==> config.mk <==
export PLATFORM = sky130hd
export DESIGN_NAME = dso_host_cmd_mstr
export DESIGN_NICKNAME = d
export VERILOG_FILES = /design/src/rtl/dso_host_cmd_mstr.sv
export SDC_FILE = /design/constraint.sdc
export NUM_CORES = 1
export LEC_CHECK = 0
export ABC_AREA = 1
export ABC_CLOCK_PERIOD_IN_PS = 1700
export BUFFER_PORTS_ARGS = -buffer_cell sky130_fd_sc_hd__clkbuf_2
export CAP_MARGIN = 5
export CORE_UTILIZATION = 55
export CTS_BUF_LIST = sky130_fd_sc_hd__clkbuf_4 sky130_fd_sc_hd__clkbuf_8
export CTS_CLUSTER_SIZE = 16
export DETAILED_ROUTE_END_ITERATION = 7
export PLACE_DENSITY = 0.78
export SYNTH_ARGS = -nofsm -noshare
export SYNTH_HDL_FRONTEND = slang
export SYNTH_SLANG_ARGS = --single-unit
==> constraint.sdc <==
create_clock -name clk -period 1.7 [get_ports clk]
set_clock_uncertainty 0.05 [all_clocks]
set_input_delay 0.51 -clock clk [delete_from_list [all_inputs] [get_ports clk]]
set_output_delay 0.51 -clock clk [all_outputs]
set_load 0.01 [all_outputs]
==> src/rtl/dso_host_cmd_mstr.sv <==
// Host-side UART command master: sends a 24-bit command as three 8N1 frames
// (high byte first) and receives single-byte responses from the DSO.
module dso_host_cmd_mstr #(
  parameter int BAUD_DIV = 2604
) (
  input  logic        clk,
  input  logic        rst,
  input  logic [23:0] cmd,
  input  logic        send_cmd,
  output logic        cmd_sent,
  output logic        tx_busy,
  output logic        TX,
  input  logic        RX,
  output logic [7:0]  resp,
  output logic        resp_rdy,
  input  logic        clr_resp_rdy,
  output logic        frame_err
);

  localparam int CW = $clog2(BAUD_DIV);
  localparam logic [CW-1:0] BIT_LAST  = CW'(BAUD_DIV - 1);
  localparam logic [CW-1:0] HALF_LAST = CW'(BAUD_DIV / 2 - 1);

  localparam logic [1:0] S_IDLE  = 2'd0;
  localparam logic [1:0] S_START = 2'd1;
  localparam logic [1:0] S_DATA  = 2'd2;
  localparam logic [1:0] S_STOP  = 2'd3;

  // ---------------- transmit path ----------------
  logic [1:0]    tx_state_reg, tx_state_next;
  logic [23:0]   tx_shift_reg, tx_shift_next;
  logic [CW-1:0] tx_cnt_reg, tx_cnt_next;
  logic [2:0]    tx_bit_reg, tx_bit_next;
  logic [1:0]    tx_byte_reg, tx_byte_next;
  logic          tx_reg, tx_next;
  logic          cmd_sent_reg, cmd_sent_next;
  logic          tx_busy_reg, tx_busy_next;
  logic [7:0]    tx_cur_byte;
  logic          tx_bit_done;

  // The byte on the wire always sits in the top of the shift register.
  assign tx_cur_byte = tx_shift_reg[23:16];
  assign tx_bit_done = (tx_cnt_reg == BIT_LAST);

  always_comb begin
    tx_state_next = tx_state_reg;
    tx_shift_next = tx_shift_reg;
    tx_cnt_next   = tx_cnt_reg;
    tx_bit_next   = tx_bit_reg;
    tx_byte_next  = tx_byte_reg;
    tx_next       = tx_reg;
    cmd_sent_next = cmd_sent_reg;
    tx_busy_next  = tx_busy_reg;
    if (tx_state_reg != S_IDLE) begin
      tx_cnt_next = tx_bit_done ? '0 : tx_cnt_reg + 1'b1;
    end
    case (tx_state_reg)
      S_IDLE: begin
        if (send_cmd) begin
          tx_shift_next = cmd;
          tx_byte_next  = 2'd0;
          tx_bit_next   = 3'd0;
          tx_cnt_next   = '0;
          cmd_sent_next = 1'b0;
          tx_busy_next  = 1'b1;
          tx_next       = 1'b0;
          tx_state_next = S_START;
        end
      end
      S_START: begin
        if (tx_bit_done) begin
          tx_bit_next   = 3'd0;
          tx_next       = tx_cur_byte[0];
          tx_state_next = S_DATA;
        end
      end
      S_DATA: begin
        if (tx_bit_done) begin
          if (tx_bit_reg == 3'd7) begin
            tx_next       = 1'b1;
            tx_state_next = S_STOP;
          end else begin
            tx_bit_next = tx_bit_reg + 3'd1;
            tx_next     = tx_cur_byte[tx_bit_reg + 3'd1];
          end
        end
      end
      S_STOP: begin
        if (tx_bit_done) begin
          if (tx_byte_reg == 2'd2) begin
            cmd_sent_next = 1'b1;
            tx_busy_next  = 1'b0;
            tx_state_next = S_IDLE;
          end else begin
            // next frame starts straight after this stop bit, no idle gap
            tx_byte_next  = tx_byte_reg + 2'd1;
            tx_shift_next = {tx_shift_reg[15:0], 8'h00};
            tx_next       = 1'b0;
            tx_state_next = S_START;
          end
        end
      end
      default: tx_state_next = S_IDLE;
    endcase
  end

  always_ff @(posedge clk) begin
    if (rst) begin
      tx_state_reg <= S_IDLE;
      tx_shift_reg <= '0;
      tx_cnt_reg   <= '0;
      tx_bit_reg   <= '0;
      tx_byte_reg  <= '0;
      tx_reg       <= 1'b1;
      cmd_sent_reg <= 1'b0;
      tx_busy_reg  <= 1'b0;
    end else begin
      tx_state_reg <= tx_state_next;
      tx_shift_reg <= tx_shift_next;
      tx_cnt_reg   <= tx_cnt_next;
      tx_bit_reg   <= tx_bit_next;
      tx_byte_reg  <= tx_byte_next;
      tx_reg       <= tx_next;
      cmd_sent_reg <= cmd_sent_next;
      tx_busy_reg  <= tx_busy_next;
    end
  end

  assign TX       = tx_reg;
  assign cmd_sent = cmd_sent_reg;
  assign tx_busy  = tx_busy_reg;

  // ---------------- receive path ----------------
  logic [1:0]    rx_sync_reg;
  logic          rx_line;
  logic [1:0]    rx_state_reg, rx_state_next;
  logic [CW-1:0] rx_cnt_reg, rx_cnt_next;
  logic [2:0]    rx_bit_reg, rx_bit_next;
  logic [7:0]    rx_shift_reg, rx_shift_next;
  logic [7:0]    resp_reg, resp_next;
  logic          resp_rdy_reg, resp_rdy_next;
  logic          frame_err_reg, frame_err_next;
  logic          rx_start_ok;
  logic          rx_byte_done;

  assign rx_line = rx_sync_reg[1];

  always_comb begin
    rx_state_next = rx_state_reg;
    rx_cnt_next   = rx_cnt_reg;
    rx_bit_next   = rx_bit_reg;
    rx_shift_next = rx_shift_reg;
    rx_start_ok   = 1'b0;
    rx_byte_done  = 1'b0;
    case (rx_state_reg)
      S_IDLE: begin
        if (!rx_line) begin
          rx_cnt_next   = '0;
          rx_state_next = S_START;
        end
      end
      S_START: begin
        if (rx_cnt_reg == HALF_LAST) begin
          rx_cnt_next = '0;
          if (rx_line) begin
            rx_state_next = S_IDLE;
          end else begin
            rx_start_ok   = 1'b1;
            rx_bit_next   = 3'd0;
            rx_state_next = S_DATA;
          end
        end else begin
          rx_cnt_next = rx_cnt_reg + 1'b1;
        end
      end
      S_DATA: begin
        if (rx_cnt_reg == BIT_LAST) begin
          rx_cnt_next   = '0;
          rx_shift_next = {rx_line, rx_shift_reg[7:1]};
          if (rx_bit_reg == 3'd7) begin
            rx_state_next = S_STOP;
          end else begin
            rx_bit_next = rx_bit_reg + 3'd1;
          end
        end else begin
          rx_cnt_next = rx_cnt_reg + 1'b1;
        end
      end
      S_STOP: begin
        if (rx_cnt_reg == BIT_LAST) begin
          rx_cnt_next   = '0;
          rx_byte_done  = 1'b1;
          rx_state_next = S_IDLE;
        end else begin
          rx_cnt_next = rx_cnt_reg + 1'b1;
        end
      end
      default: rx_state_next = S_IDLE;
    endcase
  end

  // resp_rdy drops only on a confirmed start, so a low stop bit that drags
  // into IDLE and is rejected as a glitch does not hide the byte just taken.
  always_comb begin
    resp_next      = rx_byte_done ? rx_shift_reg : resp_reg;
    resp_rdy_next  = resp_rdy_reg;
    frame_err_next = frame_err_reg;
    if (rx_byte_done) begin
      resp_rdy_next = 1'b1;
    end else if (clr_resp_rdy || rx_start_ok) begin
      resp_rdy_next = 1'b0;
    end
    if (rx_byte_done && !rx_line) begin
      frame_err_next = 1'b1;
    end else if (clr_resp_rdy) begin
      frame_err_next = 1'b0;
    end
  end

  always_ff @(posedge clk) begin
    if (rst) begin
      rx_sync_reg   <= 2'b11;
      rx_state_reg  <= S_IDLE;
      rx_cnt_reg    <= '0;
      rx_bit_reg    <= '0;
      rx_shift_reg  <= '0;
      resp_reg      <= 8'h00;
      resp_rdy_reg  <= 1'b0;
      frame_err_reg <= 1'b0;
    end else begin
      rx_sync_reg   <= {rx_sync_reg[0], RX};
      rx_state_reg  <= rx_state_next;
      rx_cnt_reg    <= rx_cnt_next;
      rx_bit_reg    <= rx_bit_next;
      rx_shift_reg  <= rx_shift_next;
      resp_reg      <= resp_next;
      resp_rdy_reg  <= resp_rdy_next;
      frame_err_reg <= frame_err_next;
    end
  end

  assign resp      = resp_reg;
  assign resp_rdy  = resp_rdy_reg;
  assign frame_err = frame_err_reg;

endmodule

==> impl_summary.log, run 1 <==
INFO  metric outcome = complete, but fails checks
INFO  metric violated_checks = setup timing
INFO  metric floorplan.core_area = 7290 µm²
INFO  metric required = 1.88 ns
INFO  metric grt_start_max_net_pins = 63
INFO  metric global_route_wire_length_before_repair = 14.5 mm
INFO  metric use_met2 = 0.413
INFO  metric gp_congestion = 0.884
INFO  metric synthesis.yosys.warnings = 0
INFO  metric ir_worst_vdd = around 1000 µV
INFO  metric path_type_of_the_worst_min_delay_path = in -> reg
INFO  metric grt.busiest_layer = met2
INFO  metric clkSinkCount = 83
INFO  metric drtPass1Iterations = 4
INFO  metric final_util = 0.692
INFO  metric areaGrowthSynthToFinish = 21.1%
INFO  metric timing.critical_path.to_type = flop
INFO  metric fp-row-count = 31
INFO  metric routed_wire_per_std_cell = 12.0 µm
INFO  metric global_routing_usage_on_met1 = 0.274
INFO  metric cp_top_family = simple AND/OR/NAND/NOR gates
INFO  metric critPathBufInv = 2
INFO  metric synth.avg_cell_area = 6.86 µm²
INFO  metric met3_track_demand_over_resource_in_global_routing = 0.0582
INFO  metric cts_buffer_depth = 2
INFO  metric holdCritStartpoint = RX
INFO  metric placement.io_buffers = 41
INFO  metric grt_antenna_before_repair = 0
INFO  metric power.leakage = between 0.002 and 0.0025 µW
INFO  metric synth_cells = 607
INFO  metric timing_hold_violations_final = 0
INFO  metric dp_slack = -0.00771 ns
INFO  metric viasPerCell = roughly 5.3
INFO  metric worstMarginPinSlew = 0.428 ns
INFO  metric grt_overflow = 0
INFO  metric yosysTopAreaCell = dfxtp_1
INFO  metric die_width = approximately 89 µm
INFO  metric clk-insertion-delay-late = 0.35 ns
INFO  metric cts_tree = done
INFO  metric synthDominantCellAreaShare = 0.399
INFO  metric ant_nets = 0
INFO  metric setup.reg_to_reg.worst_slack = -0.02 ns
INFO  metric netlist_area = 4170 µm²
INFO  metric count_of_unique_library_cells_instantiated_by_yosys = 36
INFO  metric detail_route.iter0.violations = approximately 140
INFO  metric timing.slew.headroom = 0.714
INFO  metric die-area = 7930 µm²
INFO  metric timing_worst_setup_path_type = reg -> reg
INFO  metric layout_cell_share_with_drive_strength_beyond_1 = 0.205
INFO  metric hold_ws = 0.289 ns
INFO  metric drt_wl_total = between 9 and 10 mm
INFO  metric i_o_pin_count = 42
INFO  metric rsz0062_at_grt = true
INFO  metric critical_path.max_stage_delay = 0.37 ns
INFO  metric ys_ff_latch = 83
INFO  metric power_density = about 1300 nW/µm²
INFO  metric cts_buffer_count = 9
INFO  metric via_count_of_the_first_global_routing_pass = 3500
INFO  metric syn-num-nets = 649
INFO  metric critical_path.startpoint_type = flop
INFO  metric detail_route.drc_violations = 0
INFO  metric synth_top_cells_by_area = dfxtp_1 40%, nand2_1 17%, a21oi_1 9.4%
INFO  metric worst_hold_path.num_cells = 2
INFO  metric initial_utilization = 0.571
INFO  metric timing.critical_path.cells = ha_2 -> nor2_1 -> nor2_4 -> buf_12 -> clkbuf_16 -> nand3_1 -> a21oi_1
INFO  metric ys_seq_area_frac = 0.399
INFO  metric post-layout-total-power = 6350 µW
INFO  metric total_global_routing_track_utilization = 0.232
INFO  metric finalCriticalPeriod = between 1.5 and 2 ns
INFO  metric largest_register_ff_count = 24
INFO  metric htree_levels = 3
INFO  metric holdPathEnd = rx_sync_reg[0]
INFO  metric num_vias = 4070
INFO  metric cts.clk_slew.worst_paths = 0.09 ns
INFO  metric timing.critical_path.fanout_max = 7
INFO  metric critical_path_cell_count = 7
INFO  metric max-cap-violations = 0
INFO  metric setup_viol = 1
INFO  metric top_achievable_clock_speed = 581 MHz
INFO  metric timing.rr.end = tx_byte_reg[1]
INFO  metric ff2ff_path_depth = 7
INFO  metric place.detailed.hpwl = 5.94 mm
INFO  metric worst_ep_arrival_time = 1.90 ns
INFO  metric final.period_utilization = 1.01
INFO  metric timing.setup.tns = -0.0210 ns
INFO  metric chipHeight = 89.0 µm
INFO  metric clock-root-buffer = clkbuf_8
INFO  metric worst_r2r_startpoint = tx_state_reg[1]
INFO  metric postLayoutSetupSlackWorst = -0.0210 ns
INFO  metric antenna-diode-count = 0
INFO  metric critPathSlowestCell = dfxtp_4
INFO  metric final_max_slew_violation_count = 0
INFO  metric design.final.nets = 709
[where the power goes]
group,switching (µW),internal (µW)
sequential,174,2240
clock,717,998
combinational,1310,909
total,2200,4150
[placed cells by master, fill, tap and decap left out, types with 3 or more instances in the layout]
cell type	Yosys	layout
nand2_1	186	180
a21oi_1	78	76
dfxtp_1	83	75
inv_1	65	62
nand3_1	46	45
clkbuf_2	0	41
nor2_1	33	30
o21ai_0	28	23
buf_4	4	21
nand4_1	10	10
ha_1	13	9
clkbuf_8	0	9
inv_2	5	7
nand2_2	2	7
nor3_1	7	6
dfxtp_2	0	6
o21ai_1	1	4
or2_2	4	4
o22ai_1	3	3
nor2_2	2	3
a21oi_2	1	3
o21ai_2	1	3
o211ai_1	3	3
ha_2	0	3
bufinv_16	0	3
buf_12	0	3
[metal layers]
layer  vias up  wire (µm)
li1       2090          -
met4         0        156
met2       122       4530
met1      1845       4030
met3        13        514
met5         -          0
[worst max-delay path by stage]
stage,start,to,slack [ns]
finish,tx_state_reg[1],tx_byte_reg[1],-0.02
global route,tx_state_reg[0],tx_byte_reg[1],-0.06
CTS,tx_state_reg[0],tx_shift_reg[17],-0.01
detailed placement,tx_state_reg[1],TX,-0.008
global placement,tx_state_reg[0],TX,0.05
floorplan,tx_state_reg[0],tx_shift_reg[10],0.04
[layout make-up]
type	count	area [µm²]
Clock buffer	10	131
Clock inverter	6	113
Fill cell	607	2250
Inverter	70	265
Multi-Input combinational cell	436	2270
Sequential cell	83	1680
Tap cell	99	124
Timing Repair Buffer	67	463
[through the flow]
stage / area [µm²] / instances
after floorplan: 4170 / 607
after global placement: 4570 / 749
after detailed placement: 4570 / 749
after CTS: 4820 / 765
after global routing: 5050 / 771
final: 5050 / 771
[timing repair]
item | in CTS | in global routing
setup buffers | 0 | 3
cloned | 0 | 3
gates resized for setup | 3 | 46
hold buffers | 0 | 0
pin swaps | 0 | 8
setup endpoints to repair | 22 | 72
[synth_stat cells]
master,n
o21ai_0,28
dfxtp_1,83
nand2_1,186
o21bai_1,1
or2_2,4
clkbuf_1,12
nand2_2,2
or2_1,1
nand4_1,10
inv_1,65
nand2_4,2
nand3b_4,1
a211o_1,1
xor2_1,2
o211ai_1,3
nor3b_1,1
buf_6,2
buf_4,4
o22ai_1,3
o21ai_2,1
nor3_1,7
nor2_2,2
a21oi_2,1
a21oi_1,78
nand3b_1,1
buf_2,2
nor2_8,1
nor2_1,33
xnor2_1,1
inv_2,5
nor3_2,1
o21ai_1,1
nand3_1,46
ha_1,13
nand3_2,2
nor4_4,1
[logic make-up (layout without fill, tap and decap cells)]
kind of cell	Yosys count	in the layout	synth area share
AOI/OAI and AO/OA	117	117	0.147
xor gates and xnor gates	3	3	0.00631
adders and majority gates	13	13	0.0390
buffers and inverters	90	153	0.0889
DFF	83	83	0.399
and+or+nand+nor	301	303	0.320
(Power assumes the default switching activity.)
==> run 2: changes to the inputs <==
BUFFER_PORTS_ARGS = -buffer_cell sky130_fd_sc_hd__buf_2   (was -buffer_cell sky130_fd_sc_hd__clkbuf_2)
==> run 2 against run 1 <==
Compared with the run above:
- the run now ends clean
- sequential cell count stayed put
- largest power group unchanged
- power is 0.64% lower
- largest cell class unchanged
- highest routed layer unchanged
- register-to-register slack better by 0.03 ns
- clock-buffer cell count stayed put
- global-route usage is 1.3 points higher
- critical path type unchanged
- non-clock buffer count is 4 higher
- first-iteration DRC count is 30% higher
- die area stayed put
- critical path depth is 1 higher
- fmax is 1.8% higher
- design area is 1.7% higher
==> impl_summary.log, run 2 (synthesis gave the netlist of run 1 again) <==
INFO  metric worst_hold_path.num_cells = 2 (unchanged)
INFO  metric worstMarginPinSlew = 0.352 ns (-0.0764 ns)
INFO  metric grt_antenna_before_repair = 0 (unchanged)
INFO  metric hold_ws = 0.298 ns (+0.00912 ns)
INFO  metric max-cap-violations = 0 (unchanged)
INFO  metric grt_start_max_net_pins = 42 (-33%)
INFO  metric timing_worst_setup_path_type = reg -> reg
INFO  metric i_o_pin_count = 42 (unchanged)
INFO  metric ff2ff_path_depth = 8 (+1)
INFO  metric antenna-diode-count = 0 (unchanged)
INFO  metric timing.rr.end = tx_shift_reg[17]
INFO  metric global_route_wire_length_before_repair = 15.2 mm (+4.9%)
INFO  metric detail_route.drc_violations = 0 (unchanged)
INFO  metric ir_worst_vdd = 992 µV (+0.26%)
INFO  metric final_max_slew_violation_count = 0 (unchanged)
INFO  metric required = 1.94 ns (+0.06 ns)
INFO  metric cts_buffer_depth = 2 (unchanged)
INFO  metric met3_track_demand_over_resource_in_global_routing = 0.0342 (-0.0240)
INFO  metric placement.io_buffers = 41 (unchanged)
INFO  metric p_seq_frac = 0.385 (+0.005)
INFO  metric global_routing_usage_on_met1 = 0.295 (+0.0207)
INFO  metric timing.critical_path.to_type = flop
INFO  metric die-area = 7930 µm² (unchanged)
INFO  metric swShare = 0.374 (+0.0274)
INFO  metric final.period_utilization = 0.994 (-0.0181)
INFO  metric timing.critical_path.fanout_max = 8 (+1)
INFO  metric timing.critical_path.cells = ha_4 -> nand2_2 -> nor3_2 -> nand3_2 -> nand2_4 -> clkbuf_16 -> nand3_1 -> a21oi_1
INFO  metric clock-root-buffer = clkbuf_8
INFO  metric holdPathEnd = rx_sync_reg[0]
INFO  metric path_type_of_the_worst_min_delay_path = in -> reg
INFO  metric cts_buffer_count = 9 (unchanged)
INFO  metric power_density = 1230 nW/µm² (-2.3%)
INFO  metric clkSinkCount = 83 (unchanged)
INFO  metric top_achievable_clock_speed = 592 MHz (+1.8%)
INFO  metric rsz0062_at_grt = true
INFO  metric setup_viol = 0 (-1)
INFO  metric worst_r2r_startpoint = tx_cnt_reg[0]
INFO  metric routed_wire_per_std_cell = 12.9 µm (+8.0%)
INFO  metric timing_hold_violations_final = 0 (unchanged)
INFO  metric layout_common_cells = 181 x nand2_1, 75 x dfxtp_1, 72 x a21oi_1, 61 x inv_1, 42 x nand3_1
INFO  metric floorplan.core_area = 7290 µm² (unchanged)
INFO  metric layout_commonest_cell = nand2_1
INFO  metric initial_utilization = 0.571 (unchanged)
INFO  metric drt_wl_total = 10.0 mm (+8.7%)
INFO  metric worst_ep_arrival_time = 1.94 ns (+0.04 ns)
INFO  metric holdCritStartpoint = RX
INFO  metric power.leakage = 0.00220 µW (+0.49%)
INFO  metric areaGrowthSynthToFinish = 23.2%
INFO  metric chipHeight = 89.0 µm (unchanged)
INFO  metric comb_power_share = 0.380 (+0.030)
INFO  metric post-layout-total-power = 6310 µW (-0.64%)
INFO  metric via_count_of_the_first_global_routing_pass = 3585 (+2.4%)
INFO  metric fillerInstances = 604 (-0.49%)
INFO  metric grt.busiest_layer = met2
INFO  metric net_sw_power = 2360 µW (+7.2%)
INFO  metric die_width = 89.0 µm (unchanged)
INFO  metric timing.setup.tns = 0 ns (+0.0210 ns)
INFO  metric total_global_routing_track_utilization = 0.244 (+0.0126)
INFO  metric cts_tree = done
INFO  metric largest_register_ff_count = 24 (unchanged)
INFO  metric cts.clk_slew.worst_paths = 0.09 ns (about the same)
INFO  metric timing.slew.headroom = 0.765 (+0.0511)
INFO  metric detail_route.iter0.violations = 178 (+30%)
INFO  metric num_vias = 4152 (+2.0%)
INFO  metric critPathSlowestCell = dfxtp_2
INFO  metric fp-row-count = 31 (unchanged)
INFO  metric p_clk_frac = 0.235 (-0.035)
INFO  metric critical_path.startpoint_type = flop
INFO  metric use_met2 = 0.431 (+0.0189)
INFO  metric grt_overflow = 0 (unchanged)
INFO  metric outcome = finished, final reports clean
INFO  metric critical_path.max_stage_delay = 0.36 ns (about the same)
INFO  metric layout_cell_share_with_drive_strength_beyond_1 = 0.226 (+0.0206)
INFO  metric cts.hold.buffers_added = 0 (unchanged)
INFO  metric clk-insertion-delay-late = 0.36 ns (about the same)
INFO  metric finalCriticalPeriod = 1.69 ns (-0.0309 ns)
INFO  metric viasPerCell = 5.35 (+1.4%)
INFO  metric design.final.nets = 714 (+0.71%)
INFO  metric ant_nets = 0 (unchanged)
INFO  metric internal-power = 3950 µW (-4.8%)
INFO  metric drtPass1Iterations = 5 (+1)
INFO  metric place.detailed.hpwl = 6.20 mm (+4.4%)
INFO  metric gp_congestion = 0.911 (+3.0%)
INFO  metric htree_levels = 3 (unchanged)
INFO  metric setup.reg_to_reg.worst_slack = 0.01 ns (+0.03 ns)
## run 2: cell types whose count changed in the layout (fill, tap and decap cells not counted), moves of 3 or more
cell / previous run / this run
nand3_2: 2 / 6
a21oi_2: 3 / 7
clkbuf_2: 41 / 0
nand3_1: 45 / 42
a21oi_1: 76 / 72
buf_2: 0 / 41
## run 2: layer usage
metal	vias up	wire (µm)
li1	2106	-
met1	1881	4250
met2	146	5030
met3	19	555
met4	0	189
met5	-	0
## run 2: worst max path at each step
stage | from | endpoint | slack [ns] | depth (start not counted)
global placement | tx_state_reg[0] | TX | 0.06 | 7
CTS | tx_state_reg[0] | tx_shift_reg[20] | 0.0006 | 10
finish | tx_cnt_reg[0] | tx_shift_reg[17] | 0.01 | 8
detailed placement | tx_state_reg[1] | tx_shift_reg[18] | -0.05 | 10
floorplan | tx_state_reg[0] | tx_shift_reg[10] | 0.04 | 11
global route | tx_cnt_reg[0] | tx_cnt_reg[10] | -0.05 | 8
## run 2: what timing repair did
item	CTS	global route
gates resized for setup	12	49
pin swaps	1	17
buffers inserted	0	5
endpoints found under the setup margin	30	70
gates cloned	0	5
## run 2: per-stage QoR
stage / cells / worst slack, ns / area (µm²) / util
after floorplan: 607 / 0.0432 / 4170 / -
after global placement: 750 / 0.0586 / 4580 / 0.628
after detailed placement: 750 / -0.0549 / 4580 / 0.628
after CTS: 766 / 0.000622 / 4820 / 0.661
after global routing: 776 / -0.0538 / 5130 / 0.704
final: 776 / 0.00982 / 5130 / 0.704
## run 2: area by class of cell
class	count	area, µm²	area share
Sequential cell	83	1680	0.327
Inverter	70	265	0.0517
Clock inverter	6	71.3	0.0139
Multi-Input combinational cell	437	2330	0.454
Timing Repair Buffer	71	527	0.103
Tap cell	99	124	0.0241
Clock buffer	10	138	0.0268
## run 2: power by group through the flow
stage | combinational, µW | sequential, µW | clock [µW]
floorplan | 1380 | 2410 | 0
global placement | 1740 | 2430 | 0
CTS | 1900 | 2400 | 1510
detailed placement | 1810 | 2440 | 0
global route | 2650 | 2460 | 1590
finish | 2400 | 2430 | 1480
## run 2: critical path: cells and delay by family, from the launching register on
family	cells	cell delay, ns
compound gates	1	0.14
fa+ha+maj	1	0.15
buf+inv	1	0.19
flops	1	0.36
simple gates	5	0.75
==> run 3: changes to the inputs <==
ABC_CLOCK_PERIOD_IN_PS = 1990   (was 1700)
CORE_UTILIZATION = 66   (was 55)
PLACE_DENSITY = 0.88   (was 0.78)
clock period = 1.99 ns   (was 1.7 ns; I/O delays follow)
==> run 3 against run 2 <==
Compared with the run above:
- critical path depth did not move
- cell count fell by 5.8%
- largest power group unchanged
- register-to-register slack improved by 0.14 ns
- design area fell by 9.1%
- largest cell class unchanged
- routed wire length fell by 9.3%
- via count fell by 4.2%
- sequential power fell by 15%
- sequential share of layout area rose by 3.0 points
- sequential cell count did not move
==> impl_summary.log, run 3 (synthesis gave the netlist of run 1 again) <==
INFO  metric p_clk_frac = 0.261 (+0.026)
INFO  metric cts_buffer_count = 9 (unchanged)
INFO  metric gp_congestion = 0.885 (-2.8%)
INFO  metric use_met2 = 0.513 (+0.0819)
INFO  metric routed_wire_per_std_cell = 12.4 µm (-3.7%)
INFO  metric grt.busiest_layer = met2
INFO  metric htree_levels = 3 (unchanged)
INFO  metric placement.io_buffers = 41 (unchanged)
INFO  metric place.detailed.hpwl = 6.18 mm (-0.36%)
INFO  metric setup_viol = 0 (unchanged)
INFO  metric final.period_utilization = 0.923 (-0.0710)
INFO  metric initial_utilization = 0.695 (+0.124)
INFO  metric grt_start_max_net_pins = 36 (-14%)
INFO  metric timing.critical_path.fanout_max = 20 (+12)
INFO  metric layout_cell_share_with_drive_strength_beyond_1 = 0.145 (-0.0812)
INFO  metric dpl.cell_count = 714 (-4.8%)
INFO  metric power.leakage = 0.00203 µW (-7.8%)
INFO  metric ant_nets = 0 (unchanged)
INFO  metric floorplan.core_area = 5990 µm² (-18%)
INFO  metric timing_hold_violations_final = 0 (unchanged)
INFO  metric final-seq-area = 1660 µm² (-0.75%)
INFO  metric fp-row-count = 28 (-9.7%)
INFO  metric clk-insertion-delay-late = 0.37 ns (about the same)
INFO  metric timing.setup.tns = 0 ns (unchanged)
INFO  metric global_routing_usage_on_met1 = 0.331 (+0.0367)
INFO  metric design.final.nets = 693 (-2.9%)
INFO  metric timing.critical_path.to_type = flop
INFO  metric swShare = 0.376 (+0.00231)
INFO  metric net_sw_power = 1840 µW (-22%)
INFO  metric total_global_routing_track_utilization = 0.294 (+0.0493)
INFO  metric path_type_of_the_worst_min_delay_path = in -> reg
INFO  metric finalCriticalPeriod = 1.84 ns (+0.147 ns)
INFO  metric detail_route.drc_violations = 0 (unchanged)
INFO  metric multi_input_area = 2150 µm² (-7.7%)
INFO  metric timing_worst_setup_path_type = reg -> reg
INFO  metric worstMarginPinSlew = 0.370 ns (+0.0185 ns)
INFO  metric clock-root-buffer = clkbuf_8
INFO  metric layout_common_cells = 186 x nand2_1, 81 x dfxtp_1, 77 x a21oi_1, 65 x inv_1, 46 x nand3_1
INFO  metric postLayoutSetupSlackWorst = 0.153 ns (+0.143 ns)
INFO  metric met3_track_demand_over_resource_in_global_routing = 0.0811 (+0.0469)
INFO  metric global_route_wire_length_before_repair = 15.0 mm (-1.3%)
INFO  metric i_o_pin_count = 42 (unchanged)
INFO  metric required = 2.19 ns (+0.25 ns)
INFO  metric via_count_of_the_first_global_routing_pass = 3642 (+1.6%)
INFO  metric viasPerCell = 5.44 (+1.7%)
INFO  metric detail_route.iter0.violations = 214 (+20%)
INFO  metric critical_path.startpoint_type = flop
INFO  metric antenna-diode-count = 0 (unchanged)
INFO  metric power_density = 1050 nW/µm² (-15%)
INFO  metric cts.clk_slew.worst_paths = 0.09 ns (about the same)
INFO  metric layout.cells.non_filler = 731 (-5.8%)
INFO  metric p_seq_frac = 0.422 (+0.037)
INFO  metric drt_wl_total = 9.09 mm (-9.3%)
INFO  metric dp_slack = 0.0511 ns (+0.106 ns)
INFO  metric ir_worst_vdd = 683 µV (-31%)
INFO  metric timing.slew.headroom = 0.753 (-0.0114)
INFO  metric rsz0062_at_grt = false
INFO  metric layout_commonest_cell = nand2_1
INFO  metric cts_buffer_depth = 2 (unchanged)
INFO  metric outcome = finished, final reports clean
INFO  metric comb_power_share = 0.318 (-0.062)
INFO  metric cts_tree = done
INFO  metric grt_antenna_before_repair = 0 (unchanged)
INFO  metric largest_register_ff_count = 24 (unchanged)
INFO  metric fillerInstances = 441 (-27%)
INFO  metric drtPass1Iterations = 5 (unchanged)
INFO  metric internal-power = 3050 µW (-23%)
INFO  metric final_max_slew_violation_count = 0 (unchanged)
INFO  metric worst_ep_arrival_time = 2.04 ns (+0.10 ns)
INFO  metric grt_overflow = 0 (unchanged)
INFO  metric die-area = 6630 µm² (-16%)
INFO  metric top_achievable_clock_speed = 544 MHz (-8.0%)
INFO  metric post-layout-total-power = 4890 µW (-23%)
INFO  metric areaGrowthSynthToFinish = 12.0%
INFO  metric num_vias = 3979 (-4.2%)
INFO  metric clkSinkCount = 83 (unchanged)
INFO  metric die_width = 81.5 µm (-8.5%)
INFO  metric max-cap-violations = 0 (unchanged)
INFO  metric chipHeight = 81.5 µm (-8.5%)
run 3: what timing repair did:
action,in CTS,in global routing
resized for setup,0,6
endpoints found under the hold margin,0,0
hold buffers,0,0
buffers inserted,0,0
setup endpoints to repair,0,16
run 3: layout make-up:
cell class              instances  area share
flip-flops and latches         83       0.357
clock inverters                 7      0.0177
multi-input cells             435       0.461
clock buffers                   9      0.0266
well taps                      75      0.0201
inverters                      70      0.0563
repair buffers                 52      0.0617
run 3: final timing paths:
kind | slack [ns] | end | start | cells past startpoint
min reg2reg | 0.38 | rx_sync_reg[1] | rx_sync_reg[0] | 1
max | 0.15 | tx_shift_reg[21] | tx_cnt_reg[1] | 8
min | 0.35 | rx_sync_reg[0] | RX | 2
max reg2reg | 0.15 | tx_shift_reg[21] | tx_cnt_reg[1] | 8
run 3: worst max-delay path, stage by stage, from the launching register on:
cell and delay, ns:
dfxtp_1 0.37, ha_1 0.21, nand2_1 0.06, nor3_1 0.20, nand3_2 0.16, nand2_4 0.23
nand2_2 0.24, nand2_1 0.13, a21oi_1 0.07
run 3: stage by stage:
step	hold WS (ns)	area, µm²	utilization
after global routing	0.363	4660	0.779
final	0.355	4660	0.779
after floorplan	0.339	4170	-
after global placement	0.347	4440	0.741
after CTS	0.346	4650	0.776
after detailed placement	0.354	4440	0.741
run 3: power by group through the flow:
stage          logic [µW]  registers (µW)  clock network [µW]
2_1_floorplan        1160            2060                   0
3_3_place_gp         1410            2080                   0
3_5_place_dp         1470            2090                   0
4_1_cts              1490            2060                1300
5_1_grt              1740            2090                1380
6_report             1550            2060                1280
run 3: per-layer routing:
| layer | vias to the layer above | share of wire |
|---|---|---|
| met1 | 1773 | 0.44 |
| met2 | 130 | 0.49 |
| met3 | 23 | 0.050 |
| met5 | - | 0 |
| met4 | 0 | 0.020 |
| li1 | 2053 | - |
